==> src/rtl/ball_rx_handoff.sv <==
// Receives the opponent's six-byte ball-handoff frame from the I2C slave registers,
// validates it and hands the reconstructed ball to local game logic via valid/accept.
module ball_rx_handoff #(
    parameter int SETTLE_CYC  = 4,
    parameter int Y_MAX       = 479,
    parameter int TIMEOUT_CYC = 100_000_000
) (
    input  logic       clk,
    input  logic       reset,
    input  logic       is_slave_done,
    input  logic [7:0] i_y_pos0,
    input  logic [7:0] i_y_pos1,
    input  logic [7:0] i_y_vel,
    input  logic [7:0] i_gravity,
    input  logic [7:0] i_is_collusion,
    input  logic [7:0] i_is_win_flag,
    input  logic       wait_remote,
    input  logic       ball_accept,
    output logic       ball_valid,
    output logic [9:0] rx_ball_y,
    output logic [7:0] rx_ball_vy,
    output logic [1:0] rx_gravity,
    output logic       rx_collision,
    output logic       game_win,
    output logic       frame_err,
    output logic       overrun_err,
    output logic       link_timeout,
    output logic [7:0] err_cnt
);

    typedef enum logic [1:0] {IDLE, SETTLE, CHECK, PENDING} state_t;

    localparam int              WD_W        = $clog2(TIMEOUT_CYC + 1);
    localparam logic [WD_W-1:0] WD_MAX      = WD_W'(TIMEOUT_CYC - 1);
    localparam logic [3:0]      SETTLE_LOAD = 4'(SETTLE_CYC - 1);
    localparam logic [9:0]      Y_LIMIT     = 10'(Y_MAX);

    state_t          state;
    logic            done_d;
    logic [3:0]      settle_cnt;
    logic [7:0]      cap_pos0;
    logic [7:0]      cap_pos1;
    logic [7:0]      cap_vel;
    logic [7:0]      cap_grav;
    logic [7:0]      cap_coll;
    logic [7:0]      cap_win;
    logic [WD_W-1:0] wd_cnt;

    logic       done_rise;
    logic [9:0] cap_y;
    logic       frame_ok;
    logic       err_event;

    assign done_rise = is_slave_done & ~done_d;
    assign cap_y     = {cap_pos1[1:0], cap_pos0};
    assign frame_ok  = (cap_pos1[7:2] == 6'd0) && (cap_grav[7:2] == 6'd0) &&
                       (cap_coll[7:1] == 7'd0) && (cap_win[7:1] == 7'd0) &&
                       (cap_y <= Y_LIMIT);
    // At most one of these can be true per cycle since they live in different states.
    assign err_event = ((state == CHECK) && !frame_ok) ||
                       ((state == PENDING) && done_rise && !ball_accept);

    always_ff @(posedge clk) begin
        if (reset) begin
            state        <= IDLE;
            done_d       <= 1'b0;
            settle_cnt   <= 4'd0;
            cap_pos0     <= 8'd0;
            cap_pos1     <= 8'd0;
            cap_vel      <= 8'd0;
            cap_grav     <= 8'd0;
            cap_coll     <= 8'd0;
            cap_win      <= 8'd0;
            ball_valid   <= 1'b0;
            rx_ball_y    <= 10'd0;
            rx_ball_vy   <= 8'd0;
            rx_gravity   <= 2'd0;
            rx_collision <= 1'b0;
            game_win     <= 1'b0;
            frame_err    <= 1'b0;
            overrun_err  <= 1'b0;
        end else begin
            done_d      <= is_slave_done;
            game_win    <= 1'b0;
            frame_err   <= 1'b0;
            overrun_err <= 1'b0;
            case (state)
                IDLE: begin
                    if (done_rise) begin
                        settle_cnt <= SETTLE_LOAD;
                        state      <= SETTLE;
                    end
                end
                SETTLE: begin
                    // A fresh write restarts the settle window so the newest bytes are taken.
                    if (done_rise) begin
                        settle_cnt <= SETTLE_LOAD;
                    end else if (settle_cnt == 4'd0) begin
                        cap_pos0 <= i_y_pos0;
                        cap_pos1 <= i_y_pos1;
                        cap_vel  <= i_y_vel;
                        cap_grav <= i_gravity;
                        cap_coll <= i_is_collusion;
                        cap_win  <= i_is_win_flag;
                        state    <= CHECK;
                    end else begin
                        settle_cnt <= settle_cnt - 4'd1;
                    end
                end
                CHECK: begin
                    if (!frame_ok) begin
                        frame_err <= 1'b1;
                        state     <= IDLE;
                    end else if (cap_win[0]) begin
                        game_win <= 1'b1;
                        state    <= IDLE;
                    end else begin
                        rx_ball_y    <= cap_y;
                        rx_ball_vy   <= cap_vel;
                        rx_gravity   <= cap_grav[1:0];
                        rx_collision <= cap_coll[0];
                        ball_valid   <= 1'b1;
                        state        <= PENDING;
                    end
                end
                PENDING: begin
                    if (ball_accept) begin
                        ball_valid <= 1'b0;
                        if (done_rise) begin
                            settle_cnt <= SETTLE_LOAD;
                            state      <= SETTLE;
                        end else begin
                            state <= IDLE;
                        end
                    end else if (done_rise) begin
                        overrun_err <= 1'b1;
                    end
                end
                default: state <= IDLE;
            endcase
        end
    end

    always_ff @(posedge clk) begin
        if (reset) begin
            err_cnt <= 8'd0;
        end else if (err_event && (err_cnt != 8'hFF)) begin
            err_cnt <= err_cnt + 8'd1;
        end
    end

    // Watchdog only advances while idle and waiting; it parks at its limit instead of wrapping.
    always_ff @(posedge clk) begin
        if (reset) begin
            wd_cnt       <= '0;
            link_timeout <= 1'b0;
        end else begin
            if (!wait_remote || done_rise) begin
                wd_cnt <= '0;
            end else if ((state == IDLE) && (wd_cnt != WD_MAX)) begin
                wd_cnt <= wd_cnt + 1'b1;
            end

            if (!wait_remote || ((state == CHECK) && frame_ok)) begin
                link_timeout <= 1'b0;
            end else if ((state == IDLE) && (wd_cnt == WD_MAX) && !done_rise) begin
                link_timeout <= 1'b1;
            end
        end
    end

endmodule

==> config.mk <==
export PLATFORM = sky130hd
export DESIGN_NAME = ball_rx_handoff
export DESIGN_NICKNAME = d
export VERILOG_FILES = /design/src/rtl/ball_rx_handoff.sv
export SDC_FILE = /design/constraint.sdc
export NUM_CORES = 1
export LEC_CHECK = 0
export ABC_CLOCK_PERIOD_IN_PS = 2300
export CAP_MARGIN = 10
export CORE_MARGIN = 2
export CORE_UTILIZATION = 52
export DETAILED_ROUTE_END_ITERATION = 8
export PLACE_DENSITY = 0.79
export SLEW_MARGIN = 10
export SYNTH_ARGS = -nofsm -noshare
export SYNTH_HDL_FRONTEND = slang
export SYNTH_SLANG_ARGS = --single-unit
==> constraint.sdc <==
create_clock -name clk -period 2.3 [get_ports clk]
set_clock_uncertainty 0.1 [all_clocks]
set_input_delay 0.46 -clock clk [delete_from_list [all_inputs] [get_ports clk]]
set_output_delay 0.46 -clock clk [all_outputs]
set_load 0.005 [all_outputs]
Yosys cells after proc, flatten, opt, wreduce, memory -nomap -nowiden --
Cells that the tools add are included.
Word-level totals: logic and storage cells 101, flip-flop bits (word level) 116, input bits 53, output and inout port bits 34
Cells by class: magnitude comparators 1, muxes and demuxes 20, bitwise operators 7, reduce and logical (&&, ||, !) cells 37, add/sub/neg operators 3, equality and inequality tests 13
Operator list (number):
- $add A27 B1 Y27 const B | 1
- $eq A27 B27 Y1 const B | 1
- $ne A27 B27 Y1 const B | 1
- $mux W4 | 4
- $logic_not A7 Y1 | 2
- $logic_and A1 B1 Y1 | 12
- $logic_not A6 Y1 | 2
- $mux W2 | 6
- $ne A2 B2 Y1 const B | 6
- $pmux W4 S3 | 1
- $le A10 B9 Y1 const B | 1
- $reduce_and A3 Y1 | 3
- $add A8 B1 Y8 const B | 1
- $ne A8 B8 Y1 const B | 1
- $pmux W2 S4 | 1
- $reduce_and A4 Y1 | 2
- $mux W1 | 7
- $not A1 Y1 | 6
- $reduce_or A2 Y1 | 3
- $reduce_or A3 Y1 | 2
- $eq A2 B2 Y1 const B | 2
- $logic_not A1 Y1 | 4
- $logic_not A4 Y1 | 1
- $sub A4 B1 Y4 const B | 1
- 8 further kinds | 10

Depth between registers and ports, before layout --
word-level depth 9, gate-level depth with buffers 8, mapped depth without buffers 7

Worst setup path after synthesis --
Ideal clock, no wire load.
path type input port to flip-flop, start point input is_slave_done, end point register err_cnt[2], stages 5, buffers on the path 0, setup slack 0.352 ns, data arrival time 1.728 ns, cell sequence nor2b_1 and3_1 nor3_1 nor4b_1 mux2_2
On the way: cells in the longest elaborated chain, start to end 5
RTL lines:
- start, declared | line 10 | input logic is_slave_done,
- $and A1 B1 Y1 | line 54 | assign done_rise = is_slave_done & ~done_d;
- $logic_and A1 B1 Y1 (2 in series) | line 61 | ((state == PENDING) && done_rise && !ball_accept);
- $logic_or A1 B1 Y1 | line 60 | assign err_event = ((state == CHECK) && !frame_ok) ||
- $logic_and A1 B1 Y1 | line 147 | end else if (err_event && (err_cnt != 8'hFF)) begin
- end signal, assigned | line 148 | err_cnt <= err_cnt + 8'd1;
- end, declared | line 28 | output logic [7:0] err_cnt
No other way between the ends. A chain may end at the register's enable or synchronous reset.

Worst setup path after layout --
start point register cap_win[1], end point register rx_ball_vy[1]
On the way: cells in the longest elaborated chain, start to end 4
RTL lines:
- start, declared | line 46 | logic [7:0] cap_win;
- start signal, assigned | line 104 | cap_win <= i_is_win_flag;
- $logic_not A7 Y1 | line 57 | (cap_coll[7:1] == 7'd0) && (cap_win[7:1] == 7'd0) &&
- $logic_and A1 B1 Y1 (2 in series) | line 57
- $reduce_and A3 Y1 (no source line)
- end signal, assigned | line 119 | rx_ball_vy <= cap_vel;
- end, declared | line 21 | output logic [7:0] rx_ball_vy,
No other way between the ends.

==> key figures <==
Outcome
  • Status: finished clean

Clock network
  • Hold-fix buffers at CTS: 0
  • CTS tree: built
  • Max Buffers Root-to-Sink: 2
  • CTS H-tree depth: 4
  • Clock latency on the worst-skew pair: 0.52 ns
  • Total CTS buffers: 17
  • Clock Root Buffer: clkbuf_8
  • Clk slew on worst S/H paths: 0.06 ns
  • Clk sinks: 116

Pwr
  • Overall power: 0.00523 W
  • Pwr/cell area: 797 nW/um^2
  • Leakage power: 2.21 nW
  • Worst vdd ir: 636 uV

Cells and area
  • Area grow syn2layout: 34.0%
  • Share of cells above drive strength 1: 0.102
  • Finished Layout Cells: 805
  • # fillers: 686
  • Flip-flop and latch area: 2320 um^2
  • Diodes inserted: 0
  • Final net count: 738
  • Final Util: 0.713
  • Final instance area: 6560 um^2
  • Footprint of the multi-input gates: 2410 um^2

Routing
  • DR iter-0 viols: 204
  • Drt total wl: 12200 um
  • DRC viols: 0
  • Vias: 4555
  • Vias per std cell: 5.66
  • DR pass1 iterations: 5
  • Post-DR wirelength/cell: 15.2 um
  • Final ANT Viol Nets: 0

Global routing
  • Number of global-route vias before repair: 4311
  • Total track usage: 0.244
  • First-pass GRT wire length: 19900 um
  • Initial antenna violation count: 0
  • GRT overflow: 0
  • Largest net degree at the start of global routing: 45

Place
  • Post-DP HPWL: 8050 um
  • Dpl cells: 772
  • Placed Area: 5930 um^2
  • Port buffer count: 86
  • GP Congestion: 0.884

Worst hold path
  • Hold Path End: done_d
  • Hold WC Path Type: in2reg
  • Hold depth: 2
  • Worst hold start: reset

Logic synthesis
  • Register area share after synthesis: 0.474
  • #FFs+latches synth: 116
  • EDFF count, synth: 0
  • Syn_nets: 640
  • Syn Area/Cell: 8.40 um^2
  • Ys Warns: 0
  • Share of async-settable or async-resettable flops after synthesis: 0
  • Syn Inst Count: 583
  • Most used DFF post-synth: dfxtp_1
  • Post-Syn Area: 4890 um^2
  • Yosys cell types: 51

Worst setup path
  • Crit path kind: reg2reg
  • CP top delay family: simple AND/OR/NAND/NOR gates
  • CP arrival: 2.48 ns
  • Buf/Inv on CP: 2
  • Crit path top cell by count: buf_4
  • Stages on worst setup path: 7
  • WP data required: 2.59 ns
  • CP Launch Type: flip-flop
  • Cell Chain, Critical Path: nor4_1 -> nand4_1 -> buf_4 -> nor4_4 -> buf_4 -> mux2i_1 -> nor2_1
  • R2R depth: 7
  • Crit Reg-Reg Endpoint: rx_ball_vy[1]
  • Worst r2r src: cap_win[1]
  • Crit-path slowest cell: nor4_1
  • Crit Path Max Fanout: 13
  • Worst Setup End Kind: flip-flop
  • Internal reg-to-reg setup slack: 0.11 ns
  • Worst stage delay on the critical path: 0.41 ns

STA
  • Final hold viol count: 0
  • Final Critical Period: 2.19 ns
  • Fin crit share: 0.952
  • Worst-margin pin slew: 0.639 ns
  • Worst slew margin: 0.571
  • Slew Viols, Final: 0
  • Setup violation total in the final timing report: 0
  • Worst hold slack: 0.0885 ns
  • Max Fclk: 457 MHz
  • RSZ-0062 raised after global routing: no

Run
  • Max-cap viol count: 0

Die
  • Ports: 87
  • Initial core utilization: 0.532
  • Die ar.: 10200 um^2
  • Core area: 9200 um^2
  • Die W: 101 um
  • # rows: 35
  • Die Ht: 101 um
[metal layers]
metal,wire [um],vias to the layer above,track usage
li1,-,2229,-
met1,5220,2154,0.295
met2,5970,150,0.403
met3,813,22,0.0825
met4,241,0,0.0946
met5,0,-,0
[flip-flops by register name (all words and copies together), names as in the netlist, 8 cells and up]
name / cells
rx_ball_vy: 8
cap_vel: 8
rx_ball_y: 10
cap_grav: 8
cap_pos0: 8
wd_cnt: 27
cap_coll: 8
err_cnt: 8
cap_win: 8
cap_pos1: 8
[power breakdown]
group	internal, W	switching [W]	total (W)
Clock	0.00168	0.00102	0.00270
Combinational	0.000200	0.000247	0.000447
Sequential	0.00205	0.0000279	0.00208
[cell type report]
type | instances | share of cell area
inverter | 12 | 0.00687
timing repair buffer | 108 | 0.158
tap | 111 | 0.0212
clock buffer | 17 | 0.0631
clock inverter | 15 | 0.0296
sequential | 116 | 0.354
multi-input combinational | 426 | 0.368
[cells in the final DEF (no fill, tap or decap), types with 2 or more instances in the layout]
cell,count
or4_1,3
nor4b_1,4
inv_6,7
nor3_1,15
a21oi_1,66
clkdlybuf4s50_1,85
xnor2_1,12
mux2i_1,22
nand3_1,15
o21ai_0,17
or3_1,10
o21a_1,2
clkbuf_16,16
nor2b_1,7
mux2_2,3
nand2_1,118
nor3b_1,2
clkinvlp_4,3
and3_1,7
and4_1,3
nor4_2,4
ha_1,4
buf_4,21
xor2_1,2
nor2_1,54
a31oi_1,2
nand3b_1,2
nand4b_1,3
nand2b_1,2
o2111ai_1,3
nand4_1,13
nor4_1,9
nor4_4,3
o31ai_1,2
dfxtp_1,116
bufinv_16,3
inv_1,12
[worst register-to-register path, stage by stage (launching register included)]
cell	delay [ns]
dfxtp_1	0.31
nor4_1	0.41
nand4_1	0.18
buf_4	0.20
nor4_4	0.27
buf_4	0.30
mux2i_1	0.24
nor2_1	0.06
[stage by stage]
step | setup TNS (ns) | setup slack [ns]
final | 0 | 0.110
after global routing | 0 | 0.00213
after CTS | 0 | 0.0113
after detailed placement | -0.484 | -0.153
after global placement | -0.296 | -0.122
after floorplan | 0 | 0.352
[logic make-up after synthesis]
logic type / share of synthesized area
muxes: 0.0519
DFF: 0.474
and+or+nand+nor: 0.288
buffers and inverters: 0.0368
AOI/OAI and AO/OA: 0.114
xor gates and xnor gates: 0.0251
adders and majority gates: 0.0102
[synthesized netlist by cell type (all sizes together) (3+ instances only)]
library cell | count | area, um^2
nand2 | 118 | 443
dfxtp | 116 | 2320
a21oi | 66 | 330
nor2 | 55 | 206
clkbuf | 22 | 83.8
mux2i | 22 | 220
o21ai | 18 | 90.1
nor3 | 16 | 80.1
nor4 | 16 | 164
nand3 | 15 | 75.1
nand4 | 14 | 93.8
inv | 12 | 45.0
xnor2 | 12 | 105
or3 | 10 | 62.6
and3 | 7 | 43.8
buf | 7 | 51.3
nor2b | 7 | 43.8
ha | 4 | 50.1
nor4b | 4 | 35.0
or4 | 4 | 33.8
and4 | 3 | 26.3
mux2 | 3 | 33.8
nand4b | 3 | 26.3
o2111ai | 3 | 26.3
[what timing repair did]
item                                    in CTS  in global routing
resized for setup                            0                  2
setup buffers                                0                  1
endpoints found under the hold margin        0                  0
endpoints found under the setup margin       0                  7
[worst max-delay path by stage]
stage,from,end
final,cap_win[1],rx_ball_vy[1]
after global routing,wd_cnt[6],wd_cnt[9]
after CTS,cap_win[1],err_cnt[5]
after detailed placement,is_slave_done,err_cnt[5]
after global placement,is_slave_done,err_cnt[2]
after floorplan,is_slave_done,err_cnt[2]
Note: power is estimated with default switching activity, not from simulation.
